===== config.mk =====
export PLATFORM = sky130hd
export DESIGN_NAME = capture_fifo
export DESIGN_NICKNAME = d
export VERILOG_FILES = /design/src/rtl/capture_fifo.sv
export SDC_FILE = /design/constraint.sdc
export NUM_CORES = 1
export LEC_CHECK = 0
export CAP_MARGIN = 10
export CORE_MARGIN = 4
export CORE_UTILIZATION = 45
export CTS_CLUSTER_SIZE = 16
export DETAILED_ROUTE_END_ITERATION = 8
export GPL_ROUTABILITY_DRIVEN = 0
export GPL_TIMING_DRIVEN = 0
export PLACE_DENSITY = 0.69
export REMOVE_ABC_BUFFERS = 1
export SLEW_MARGIN = 20
export SYNTH_ARGS = -nofsm -noshare
export SYNTH_HDL_FRONTEND = slang
export SYNTH_SLANG_ARGS = --single-unit

===== constraint.sdc =====
create_clock -name wb_clk_i -period 5.2 [get_ports wb_clk_i]
set_clock_uncertainty 0.15 [all_clocks]
set_input_delay 0.78 -clock wb_clk_i [delete_from_list [all_inputs] [get_ports wb_clk_i]]
set_output_delay 0.78 -clock wb_clk_i [all_outputs]
set_load 0.02 [all_outputs]

===== src/rtl/capture_fifo.sv =====
`default_nettype none
// ============================================================================
// Module   : capture_fifo
// Brief    : Wishbone-mapped FIFO that captures count_i on edges of an
//            asynchronous event pad input, with threshold/overflow interrupt.
// Revision : 1.0 - initial release
// ============================================================================
module capture_fifo #(
    parameter int BITS  = 32,
    parameter int DEPTH = 8
) (
    input  logic            wb_clk_i,
    input  logic            wb_rstn_i,
    input  logic            wbs_stb_i,
    input  logic            wbs_cyc_i,
    input  logic            wbs_we_i,
    input  logic [3:0]      wbs_sel_i,
    input  logic [31:0]     wbs_adr_i,
    input  logic [31:0]     wbs_dat_i,
    output logic            wbs_ack_o,
    output logic [31:0]     wbs_dat_o,
    input  logic [BITS-1:0] count_i,
    input  logic            evt_i,
    output logic            irq_o
);

    localparam int PTR_W = (DEPTH > 1) ? $clog2(DEPTH) : 1;
    localparam int LVL_W = $clog2(DEPTH) + 1;

    localparam logic [1:0]       c_adr_data   = 2'd0;
    localparam logic [1:0]       c_adr_status = 2'd1;
    localparam logic [1:0]       c_adr_ctrl   = 2'd2;
    localparam logic [LVL_W-1:0] c_depth      = LVL_W'(DEPTH);
    localparam logic [PTR_W-1:0] c_ptr_last   = PTR_W'(DEPTH - 1);

    // ------------------------------------------------------------------
    // Registers
    // ------------------------------------------------------------------
    logic             r_ack;
    logic [31:0]      r_dat;
    logic             r_irq;
    logic             r_en;
    logic             r_edge_sel;
    logic             r_irq_en;
    logic [3:0]       r_thresh;
    logic             r_ovf;
    logic [PTR_W-1:0] r_wr_ptr;
    logic [PTR_W-1:0] r_rd_ptr;
    logic [LVL_W-1:0] r_level;
    logic             r_sync1;
    logic             r_sync2;
    logic             r_prev;
    logic [BITS-1:0]  r_mem [DEPTH];

    // ------------------------------------------------------------------
    // Bus decode
    // ------------------------------------------------------------------
    logic        w_valid;
    logic        w_acc;
    logic        w_rd;
    logic        w_wr;
    logic [1:0]  w_adr;
    logic        w_ctrl_wr;
    logic        w_stat_wr;
    logic        w_flush;
    logic        w_ovf_clr;
    logic [31:0] w_rdata;

    assign w_valid   = wbs_cyc_i & wbs_stb_i;
    assign w_acc     = w_valid & ~r_ack;
    assign w_rd      = w_acc & ~wbs_we_i;
    assign w_wr      = w_acc & wbs_we_i;
    assign w_adr     = wbs_adr_i[3:2];
    assign w_ctrl_wr = w_wr & (w_adr == c_adr_ctrl);
    assign w_stat_wr = w_wr & (w_adr == c_adr_status);
    assign w_flush   = w_ctrl_wr & wbs_sel_i[1] & wbs_dat_i[8];
    assign w_ovf_clr = w_stat_wr & wbs_sel_i[2] & wbs_dat_i[16];

    // ------------------------------------------------------------------
    // FIFO control
    // ------------------------------------------------------------------
    logic w_empty;
    logic w_full;
    logic w_edge;
    logic w_pop;
    logic w_push_req;
    logic w_push;
    logic w_drop;

    assign w_empty    = (r_level == '0);
    assign w_full     = (r_level == c_depth);
    assign w_edge     = r_edge_sel ? (~r_sync2 & r_prev) : (r_sync2 & ~r_prev);
    assign w_pop      = w_rd & (w_adr == c_adr_data) & ~w_empty;
    // A flush in the same cycle swallows the capture without flagging overflow
    assign w_push_req = r_en & w_edge & ~w_flush;
    assign w_push     = w_push_req & (~w_full | w_pop);
    assign w_drop     = w_push_req & w_full & ~w_pop;

    always_comb begin
        w_rdata = '0;
        case (w_adr)
            c_adr_data: begin
                if (!w_empty) begin
                    w_rdata = 32'(r_mem[r_rd_ptr]);
                end
            end
            c_adr_status: begin
                w_rdata[3:0] = 4'(r_level);
                w_rdata[8]   = w_empty;
                w_rdata[9]   = w_full;
                w_rdata[16]  = r_ovf;
            end
            c_adr_ctrl: begin
                w_rdata[0]   = r_en;
                w_rdata[1]   = r_edge_sel;
                w_rdata[2]   = r_irq_en;
                w_rdata[7:4] = r_thresh;
            end
            default: w_rdata = '0;
        endcase
    end

    // ------------------------------------------------------------------
    // Wishbone response
    // ------------------------------------------------------------------
    always_ff @(posedge wb_clk_i or negedge wb_rstn_i) begin
        if (!wb_rstn_i) begin
            r_ack <= 1'b0;
            r_dat <= '0;
        end else begin
            r_ack <= w_acc;
            if (w_rd) begin
                r_dat <= w_rdata;
            end
        end
    end

    // ------------------------------------------------------------------
    // Control / status registers
    // ------------------------------------------------------------------
    always_ff @(posedge wb_clk_i or negedge wb_rstn_i) begin
        if (!wb_rstn_i) begin
            r_en       <= 1'b0;
            r_edge_sel <= 1'b0;
            r_irq_en   <= 1'b0;
            r_thresh   <= '0;
            r_ovf      <= 1'b0;
        end else begin
            if (w_ctrl_wr && wbs_sel_i[0]) begin
                r_en       <= wbs_dat_i[0];
                r_edge_sel <= wbs_dat_i[1];
                r_irq_en   <= wbs_dat_i[2];
                r_thresh   <= wbs_dat_i[7:4];
            end
            // A drop in the clearing cycle wins so no overflow goes unseen
            if (w_drop) begin
                r_ovf <= 1'b1;
            end else if (w_ovf_clr) begin
                r_ovf <= 1'b0;
            end
        end
    end

    // ------------------------------------------------------------------
    // Event synchronizer and edge history
    // ------------------------------------------------------------------
    always_ff @(posedge wb_clk_i or negedge wb_rstn_i) begin
        if (!wb_rstn_i) begin
            r_sync1 <= 1'b0;
            r_sync2 <= 1'b0;
            r_prev  <= 1'b0;
        end else begin
            r_sync1 <= evt_i;
            r_sync2 <= r_sync1;
            r_prev  <= r_sync2;
        end
    end

    // ------------------------------------------------------------------
    // FIFO pointers and level
    // ------------------------------------------------------------------
    always_ff @(posedge wb_clk_i or negedge wb_rstn_i) begin
        if (!wb_rstn_i) begin
            r_wr_ptr <= '0;
            r_rd_ptr <= '0;
            r_level  <= '0;
        end else if (w_flush) begin
            r_wr_ptr <= '0;
            r_rd_ptr <= '0;
            r_level  <= '0;
        end else begin
            if (w_push) begin
                r_wr_ptr <= (r_wr_ptr == c_ptr_last) ? '0 : r_wr_ptr + 1'b1;
            end
            if (w_pop) begin
                r_rd_ptr <= (r_rd_ptr == c_ptr_last) ? '0 : r_rd_ptr + 1'b1;
            end
            if (w_push && !w_pop) begin
                r_level <= r_level + 1'b1;
            end else if (w_pop && !w_push) begin
                r_level <= r_level - 1'b1;
            end
        end
    end

    // Storage needs no reset: pointers define which entries are live
    always_ff @(posedge wb_clk_i) begin
        if (w_push) begin
            r_mem[r_wr_ptr] <= count_i;
        end
    end

    // ------------------------------------------------------------------
    // Interrupt
    // ------------------------------------------------------------------
    always_ff @(posedge wb_clk_i or negedge wb_rstn_i) begin
        if (!wb_rstn_i) begin
            r_irq <= 1'b0;
        end else begin
            r_irq <= r_irq_en &
                     (((r_thresh != 4'd0) & (4'(r_level) >= r_thresh)) | r_ovf);
        end
    end

    assign wbs_ack_o = r_ack;
    assign wbs_dat_o = r_dat;
    assign irq_o     = r_irq;

    logic w_unused_ok;
    assign w_unused_ok = ^{wbs_adr_i[31:4], wbs_adr_i[1:0], wbs_dat_i[31:17],
                           wbs_dat_i[15:9], wbs_dat_i[3], wbs_sel_i[3]};

endmodule
`default_nettype wire

==> reports/qor.txt, run 1 <==
Design Power = 6902 uW
CTS root buf = clkbuf_16
Hold Crit Start = r_sync1$_DFF_PN0_
CTS tree = yes
fin nets = 866
clk slew on worst S/H paths = 0.06 ns
yosys warns = 0
dpl hpwl = 16.79 mm
CORE AREA = 26210 sq um
Die Span Y = 171.6 microns
WHS Endpoint = r_sync2$_DFF_PN0_
post-layout min period = 4.149 ns
clk_lat worst skew = 0.55 ns
most frequent cells in the layout = 256 x edfxtp_1, 84 x clkdlybuf4s50_1, 64 x mux4_2
worst min-delay path class = register to register
slew margin rel. = 42.67%
Crit. End Element = register
# H-tree levels = 1
initial antenna violation count = 1
Num CTS Buffers = 30
Via density = 5.596
total clock sinks = 311
Synth Instances = 623
layout cells sized above 1 = 22.90%
drt first pass iters = 7
reg-to-reg startpoint = wbs_ack_o$_DFF_PN0_
post-synthesis register bit count = 311
number of fill cells = 1904
chip width = 171.6 microns
crit start category = input pin
Max-cap violations = 0
# resized after CTS = 0
Inserted Diodes = 0
status = finished clean
sequential area share after synthesis = 75.22%
io pins = 140
FF-to-FF End = r_mem[0][7]$_DFFE_PP_
Setup violations, final = 0
VDD IR max = 0.3043 mV
Wirelength per Cell = 23.01 microns
Starting Density = 45.98%
count of unique library cells instantiated by Yosys = 39
die area = 29460 sq um
commonest non-fill, non-tap cell in the layout = edfxtp_1
Hold Vio Cnt, Final = 0
clock tree buffer depth = 3
CP Class = input pin to register
Vias = 6200
Reg2Reg Setup Slack = 1.30 ns
Cell Rows = 59
Setup crit start = wbs_stb_i
Mean Syn Cell Area = 19.34 sq um
worst r2r path cells = 7
pin count of the biggest net entering global routing = 37
Layout area overhead = 24.14%
Slew Limit Fails = 0
maximum fanout along the worst path = 28
RSZ-0062 raised after global routing = false
WHS Path Cells = 0
first-pass GRT wire length = 39.14 mm
crit path DAT = 4.27 ns
vias in the first global route = 6494
worst slew pin tran = 0.8529 ns
number of post-CTS setup repair buffers = 0
final non-filler cell total = 1108
Post-Place Cells = 1051
total congestion overflow = 0
CP required = 5.32 ns
Leak Pwr = 0.005067 uW
Final period util = 79.79%
Pwr Density = 461.4 nW/um^2
Mapped Area = 12050 sq um
I/O Buffers = 85
fmax = 241.0 MHz
initial DRC count = 587
total length of routed wires = 25.49 mm
post-route DRC violation count = 0
total track usage = 17.72%
Routed Antenna Nets = 0
-- routing by layer --
metal / track usage (%) / vias to the layer above / share of wire [%]
met5: 0 / - / 0.051
met4: 4.237 / 2 / 2.2
met3: 3.218 / 49 / 5.9
met2: 29.05 / 196 / 49
met1: 25.04 / 3203 / 43
li1: - / 2750 / -
-- what timing repair did --
| action | in CTS | in global routing |
|---|---|---|
| endpoints found under the hold margin | 19 | 0 |
| endpoints found under the setup margin | 0 | 0 |
| hold buffers | 1 | 0 |
-- area by class of cell --
| cell class | count | area [sq um] | area share (%) |
|---|---|---|---|
| tap | 335 | 419.2 | 2.802 |
| timing repair buffer | 125 | 1360 | 9.092 |
| clock inverter | 25 | 427.9 | 2.860 |
| multi-input combinational | 273 | 2893 | 19.34 |
| inverter | 8 | 30.03 | 0.2007 |
| sequential | 311 | 9075 | 60.66 |
| clock buffer | 31 | 754.5 | 5.044 |
-- state kept, by name, summed over array words and instances (netlist names) --
name	flops
r_mem	256
wbs_dat_o	32
r_level	4
r_thresh	4
r_rd_ptr	3
r_wr_ptr	3
irq_o	1
r_edge_sel	1
r_en	1
r_irq_en	1
r_ovf	1
r_prev	1
r_sync1	1
r_sync2	1
wbs_ack_o	1
-- worst max-delay path, cell delays in order --
cell             delay [ns]
clkdlybuf4s50_1        0.54
nand4bb_4              0.46
o31ai_1                0.59
nand3_1                0.42
nor4_2                 0.76
buf_4                  0.30
buf_2                  0.22
buf_4                  0.18
-- worst max path at each step --
stage | slack, ns | end
after floorplan | -1.30 | r_mem[0][0]$_DFFE_PP_
after global placement | -7.00 | r_mem[0][13]$_DFFE_PP_
after detailed placement | 0.52 | r_mem[0][23]$_DFFE_PP_
after CTS | 1.08 | r_mem[0][7]$_DFFE_PP_
after global routing | 0.80 | r_mem[0][7]$_DFFE_PP_
final | 1.05 | r_mem[0][7]$_DFFE_PP_
-- where the power goes --
part	internal [uW]	switching [uW]	total [uW]
logic	729	547	1280
registers	2850	251	3100
clock network	1610	922	2530
-- cell usage after synthesis --
cell         n  area share (%)
nor4b_1      1           0.073
a21oi_1     13            0.54
o31ai_1      4            0.25
nor3_1       7            0.29
buf_1        3           0.093
and3_1       2            0.10
clkbuf_1    17            0.53
edfxtp_1   256              64
nand2b_1     3            0.16
nand3_1      4            0.17
a31oi_1      1           0.052
mux2_2       4            0.37
mux2i_1     35             2.9
buf_2       11            0.46
or4_1        2            0.12
nor4_1       2            0.10
and4b_1      1           0.083
nand2_1     42             1.3
nand4_1      2            0.10
and4_1       1           0.073
nand4b_1     1           0.073
o21ai_0     35             1.5
nor2_1      17            0.53
inv_1        8            0.25
a211oi_2     1            0.10
and2_1       1           0.052
xnor2_1      2            0.15
nor2b_1      4            0.21
or3_1        1           0.052
a21o_1       2            0.12
mux2i_4      1            0.19
o221ai_1     3            0.22
dfrtp_1     55              11
mux4_2      64              12
nor3b_1      1           0.062
a22oi_1      3            0.19
nand4bb_1    2            0.19
fa_1         1            0.17
ha_1        10             1.0
-- kinds of logic (layout without fill, tap and decap cells) --
kind of cell,after synthesis,in the layout,share of synthesized area (%)
AO/OA/AOI/OAI,62,62,2.928
XOR/XNOR,2,2,0.1454
AND/OR/NAND/NOR,94,94,3.748
buffers and inverters,39,189,1.329
multiplexers,104,104,15.43
flip-flops,311,311,75.22
adder cells (fa/ha/maj),11,11,1.204
-- stage by stage --
stage | utilization, % | setup WS [ns] | setup TNS, ns | hold slack [ns] | cell area (sq um)
global placement | 50.33 | -7.001 | -1196.06 | 0.1906 | 13190
global route | 57.08 | 0.8011 | 0 | 0.2264 | 14960
CTS | 57.08 | 1.076 | 0 | 0.2120 | 14960
detailed placement | 52.53 | 0.5245 | 0 | 0.2056 | 13770
floorplan | - | -1.296 | -94.66 | 0.1812 | 11920
finish | 57.08 | 1.051 | 0 | 0.2116 | 14960
No activity file was read; power rests on OpenSTA's default activity.
==> run 2, diff against run 1 <==
Clock period 5.2 ns to 3.8 ns, I/O delays scaled along.
==> reports/qor.txt, run 2 (synthesis results as in run 1) <==
status = finished clean
total congestion overflow = 0 (unchanged)
first-pass GRT wire length = 39.14 mm (unchanged)
Starting Density = 45.98% (unchanged)
commonest non-fill, non-tap cell in the layout = edfxtp_1
slew margin rel. = 50.16% (+7.5 points)
Final period util = 94.18%
CTS tree = yes
post-layout min period = 3.579 ns
Wirelength per Cell = 23.04 microns (+0.12%)
Area after DPL = 13770 sq um (unchanged)
slowest cell on the critical path = clkdlybuf4s50_1
Num CTS Buffers = 30 (unchanged)
Die Span Y = 171.6 microns (unchanged)
clk_lat worst skew = 0.55 ns (about the same)
vias in the first global route = 6495 (+0.015%)
total clock sinks = 311 (unchanged)
Setup crit start = wbs_stb_i
pin count of the biggest net entering global routing = 37 (unchanged)
worst slew pin tran = 0.7476 ns (-0.1053 ns)
highest cell delay on the worst timing path = 0.54 ns (-0.22 ns)
CP Class = input pin to register
fin util = 57.16% (+0.081 points)
I/O Buffers = 85 (unchanged)
Cell Rows = 59 (unchanged)
fin nets = 866 (unchanged)
number of fill cells = 1903 (-0.053%)
Finished Cell Area = 14980 sq um (+0.14%)
drt first pass iters = 7 (unchanged)
total track usage = 17.72% (unchanged)
VDD IR max = 0.4165 mV (+37%)
CP required = 3.92 ns (-1.40 ns)
Pwr Density = 630.8 nW/um^2 (+37%)
Crit. End Element = register
cell mode on critical path = buf_6
reg-to-reg startpoint = wbs_ack_o$_DFF_PN0_
chip width = 171.6 microns (unchanged)
io pins = 140 (unchanged)
CTS root buf = clkbuf_16
Routed Antenna Nets = 0 (unchanged)
CORE AREA = 26210 sq um (unchanged)
dpl hpwl = 16.79 mm (unchanged)
Via density = 5.619 (+0.42%)
Layout area overhead = 24.32%
Buf/Inv on CP = 4 (unchanged)
most frequent cells in the layout = 256 x edfxtp_1, 84 x clkdlybuf4s50_1, 64 x mux4_2
Hold Vio Cnt, Final = 0 (unchanged)
Hold Crit Start = r_sync1$_DFF_PN0_
Max-cap violations = 0 (unchanged)
Vias = 6226 (+0.42%)
max reg flops = 256 (unchanged)
total length of routed wires = 25.53 mm (+0.12%)
Leak Pwr = 0.005070 uW (about the same)
crit start category = input pin
crit path DAT = 3.69 ns (-0.58 ns)
Setup violations, final = 0 (unchanged)
number of post-CTS setup repair buffers = 0 (unchanged)
worst min-delay path class = register to register
layout cells sized above 1 = 23.16% (+0.26 points)
cell family with most CP delay = simple AND/OR/NAND/NOR gates
clock tree buffer depth = 3 (unchanged)
CP Cell Sequence = clkdlybuf4s50_1 -> nand4bb_4 -> o31ai_2 -> and3_1 -> nand2_1 -> nor3_2 -> buf_6 -> buf_6 -> buf_4
die area = 29460 sq um (unchanged)
post-route DRC violation count = 0 (unchanged)
fmax = 279.4 MHz
# H-tree levels = 1 (unchanged)
Slew Limit Fails = 0 (unchanged)
clk slew on worst S/H paths = 0.06 ns (about the same)
Inserted Diodes = 0 (unchanged)
maximum fanout along the worst path = 28 (unchanged)
initial DRC count = 570 (-2.9%)
initial antenna violation count = 1 (unchanged)
Most flops, register = r_mem
==> run 2: cell type report <==
type	count	area [sq um]	share of cell area, %
Clock buffer	31	754.5	5.036
Clock inverter	25	427.9	2.856
Inverter	8	30.03	0.2005
Multi-Input combinational cell	273	2914	19.45
Sequential cell	311	9075	60.58
Tap cell	335	419.2	2.798
Timing Repair Buffer	125	1360	9.079
==> run 2: final timing paths <==
| path | cells past startpoint | to | slack [ns] |
|---|---|---|---|
| worst min register to register | 0 | r_sync2$_DFF_PN0_ | 0.21 |
| worst max register to register | 8 | r_mem[1][13]$_DFFE_PP_ | 0.26 |
| min in group asynchronous | 2 | wbs_dat_o[5]$_DFFE_PN0P_ | 0.32 |
| max in group asynchronous | 3 | r_rd_ptr[0]$_DFFE_PN0P_ | 2.62 |
| worst min-delay path | 0 | r_sync2$_DFF_PN0_ | 0.21 |
| worst max-delay path | 9 | r_mem[1][13]$_DFFE_PP_ | 0.22 |
==> run 2: what timing repair did <==
action,in CTS,in global routing
gates cloned,0,0
endpoints found under the hold margin,19,0
gates resized for setup,2,2
endpoints found under the setup margin,4,8
hold buffers,1,0
==> run 2: through the flow <==
| stage | power (uW) | hold slack [ns] | setup slack (ns) | TNS [ns] | std cells |
|---|---|---|---|---|---|
| 2_1_floorplan | 5457 | 0.1244 | -2.486 | -354.40 | 592 |
| 3_3_place_gp | 6068 | 0.1906 | -8.191 | -1563.05 | 1012 |
| 3_5_place_dp | 6078 | 0.2056 | -0.6655 | -53.57 | 1051 |
| 4_1_cts | 9554 | 0.2120 | 0.1119 | 0 | 1108 |
| 5_1_grt | 9898 | 0.2264 | -0.006557 | -0.02386 | 1108 |
| 6_report | 9449 | 0.2116 | 0.2210 | 0 | 1108 |
==> run 2: power breakdown <==
part           leakage [uW]  internal [uW]  total (uW)  switching (uW)
Combinational       0.00149           1000        1750             749
Clock              0.000563           2200        3460            1260
Sequential          0.00301           3890        4240             350
==> run 2: metal layers <==
layer	up-vias	part of all wire, %	track usage (%)
met2	196	49	29.07
met3	48	6.0	3.218
li1	2753	-	-
met5	-	0.051	0
met1	3227	43	25.02
met4	2	2.2	4.237
==> run 3, diff against run 2 <==
Settings changed: CTS_CLUSTER_DIAMETER from default to 150.
==> reports/qor.txt, run 3 (synthesis results as in run 1) <==
RSZ-0062 raised after global routing = false
fmax = 281.1 MHz (+0.60%)
# H-tree levels = 1 (unchanged)
worst slew pin tran = 0.7894 ns (+0.04183 ns)
Wirelength per Cell = 23.19 microns (+0.68%)
pin count of the biggest net entering global routing = 37 (unchanged)
Hold Crit Start = r_sync1$_DFF_PN0_
number of fill cells = 1952 (+2.6%)
crit start category = input pin
Crit. End Element = register
Leak Pwr = 0.004822 uW (-4.9%)
Setup crit start = wbs_stb_i
layout cells sized above 1 = 19.76% (-3.4 points)
crit path DAT = 3.64 ns (-0.05 ns)
total clock sinks = 311 (unchanged)
worst min-delay path class = register to register
NetSw = 2223 uW (-5.7%)
Setup TNS = 0 ns (unchanged)
Finished Cell Area = 14480 sq um (-3.4%)
Die Span Y = 171.6 microns (unchanged)
Gate power share = 21.2% (+2.7 points)
Layout area overhead = 20.14%
Switching Fraction = 26.87% (+1.9 points)
Post-Place Cells = 1051 (unchanged)
clk slew on worst S/H paths = 0.07 ns (about the same)
Final period util = 93.63% (-0.56 points)
total track usage = 17.44% (-0.28 points)
initial antenna violation count = 1 (unchanged)
CORE AREA = 26210 sq um (unchanged)
final setup margin = 0.2422 ns (+0.02120 ns)
fin nets = 859 (-0.81%)
CP Class = input pin to register
Seq pwr share = 51.3% (+6.4 points)
Pint = 6049 uW (-15%)
chip width = 171.6 microns (unchanged)
I/O Buffers = 85 (unchanged)
clock tree buffer depth = 3 (unchanged)
total congestion overflow = 0 (unchanged)
commonest non-fill, non-tap cell in the layout = edfxtp_1
max reg flops = 256 (unchanged)
clk_lat worst skew = 0.53 ns (-0.02 ns)
drt first pass iters = 7 (unchanged)
Max-cap violations = 0 (unchanged)
Pwr Density = 571.4 nW/um^2 (-9.4%)
Routed Antenna Nets = 0 (unchanged)
minimum hold slack = 0.2147 ns (+0.003166 ns)
first-pass GRT wire length = 38.67 mm (-1.2%)
Cell Rows = 59 (unchanged)
reg-to-reg startpoint = wbs_ack_o$_DFF_PN0_
maximum fanout along the worst path = 28 (unchanged)
Via density = 5.625 (about the same)
number of post-CTS setup repair buffers = 0 (unchanged)
Most flops, register = r_mem
Area after DPL = 13770 sq um (unchanged)
most frequent cells in the layout = 256 x edfxtp_1, 84 x clkdlybuf4s50_1, 64 x mux4_2
final non-filler cell total = 1095 (-1.2%)
CTS tree = yes
CTS root buf = clkbuf_16
total length of routed wires = 25.40 mm (-0.51%)
post-route DRC violation count = 0 (unchanged)
Num CTS Buffers = 23 (-23%)
post-layout min period = 3.558 ns (-0.02120 ns)
status = finished clean
initial DRC count = 602 (+5.6%)
Starting Density = 45.98% (unchanged)
clock power share = 27.5% (-9.1 points)
Place WS = -0.6655 ns (unchanged)
VDD IR max = 0.3316 mV (-20%)
Vias = 6159 (-1.1%)
io pins = 140 (unchanged)
CP required = 3.88 ns (-0.04 ns)
Setup violations, final = 0 (unchanged)
vias in the first global route = 6466 (-0.45%)
die area = 29460 sq um (unchanged)
slew margin rel. = 47.09% (-3.1 points)
Slew Limit Fails = 0 (unchanged)
Hold Vio Cnt, Final = 0 (unchanged)
dpl hpwl = 16.79 mm (unchanged)
run 3: changes by cell type in the layout (fill, tap and decap cells not counted), moves of 2 or more:
cell,change
clkbuf_1,+16
bufinv_16,-11
clkbuf_16,-7
clkinv_2,-5
clkinvlp_4,-4
clkinv_4,-2
run 3: through the flow:
| step | total power [uW] | utilization (%) |
|---|---|---|
| after CTS | 8351 | 55.18 |
| after detailed placement | 6078 | 52.53 |
| final | 8272 | 55.24 |
| after global routing | 8689 | 55.24 |
| after floorplan | 5457 | - |
| after global placement | 6068 | 50.33 |
run 3: final timing paths:
path                                            endpoint  slack [ns]  cells past startpoint
worst max register to register    r_mem[4][31]$_DFFE_PP_        0.32                      8
max in group asynchronous        r_rd_ptr[1]$_DFFE_PN0P_        2.58                      3
worst min register to register         r_sync2$_DFF_PN0_        0.21                      0
worst max-delay path              r_mem[4][31]$_DFFE_PP_        0.24                      9
worst min-delay path                   r_sync2$_DFF_PN0_        0.21                      0
min in group asynchronous       wbs_dat_o[5]$_DFFE_PN0P_        0.36                      2
run 3: per-layer routing:
metal	part of all wire (%)	track usage [%]	vias to the layer above
li1	-	-	2733
met1	42	25.14	3181
met2	49	29.05	217
met3	6.7	2.712	26
met4	1.4	2.859	2
met5	0.047	0	-
run 3: power by group through the flow:
stage	sequential [uW]	clock, uW	combinational [uW]
final	4240	2280	1750
after floorplan	4400	0	1060
after global routing	4290	2470	1920
after detailed placement	4320	0	1760
after CTS	4250	2320	1780
after global placement	4440	0	1620
run 3: what timing repair did:
item | CTS | global route
gates resized for setup | 2 | 3
endpoints found under the setup margin | 11 | 35
hold buffers | 1 | 0
endpoints found under the hold margin | 19 | 0
run 3: layout make-up:
type	instances	area, sq um	area share, %
Clock buffer	40	639.4	4.416
Clock inverter	2	31.28	0.2161
Timing Repair Buffer	125	1360	9.394
Multi-Input combinational cell	273	2920	20.17
Tap cell	335	419.2	2.895
Antenna cell	1	2.502	0.01728
Inverter	8	30.03	0.2074
Sequential cell	311	9075	62.68
run 3: worst max-delay path, cell delays in order:
cell             delay, ns
clkdlybuf4s50_1       0.54
nand4bb_4             0.46
o31ai_2               0.49
nand3_2               0.31
nor3_2                0.44
buf_4                 0.25
buf_6                 0.14
buf_4                 0.20
buf_4                 0.21
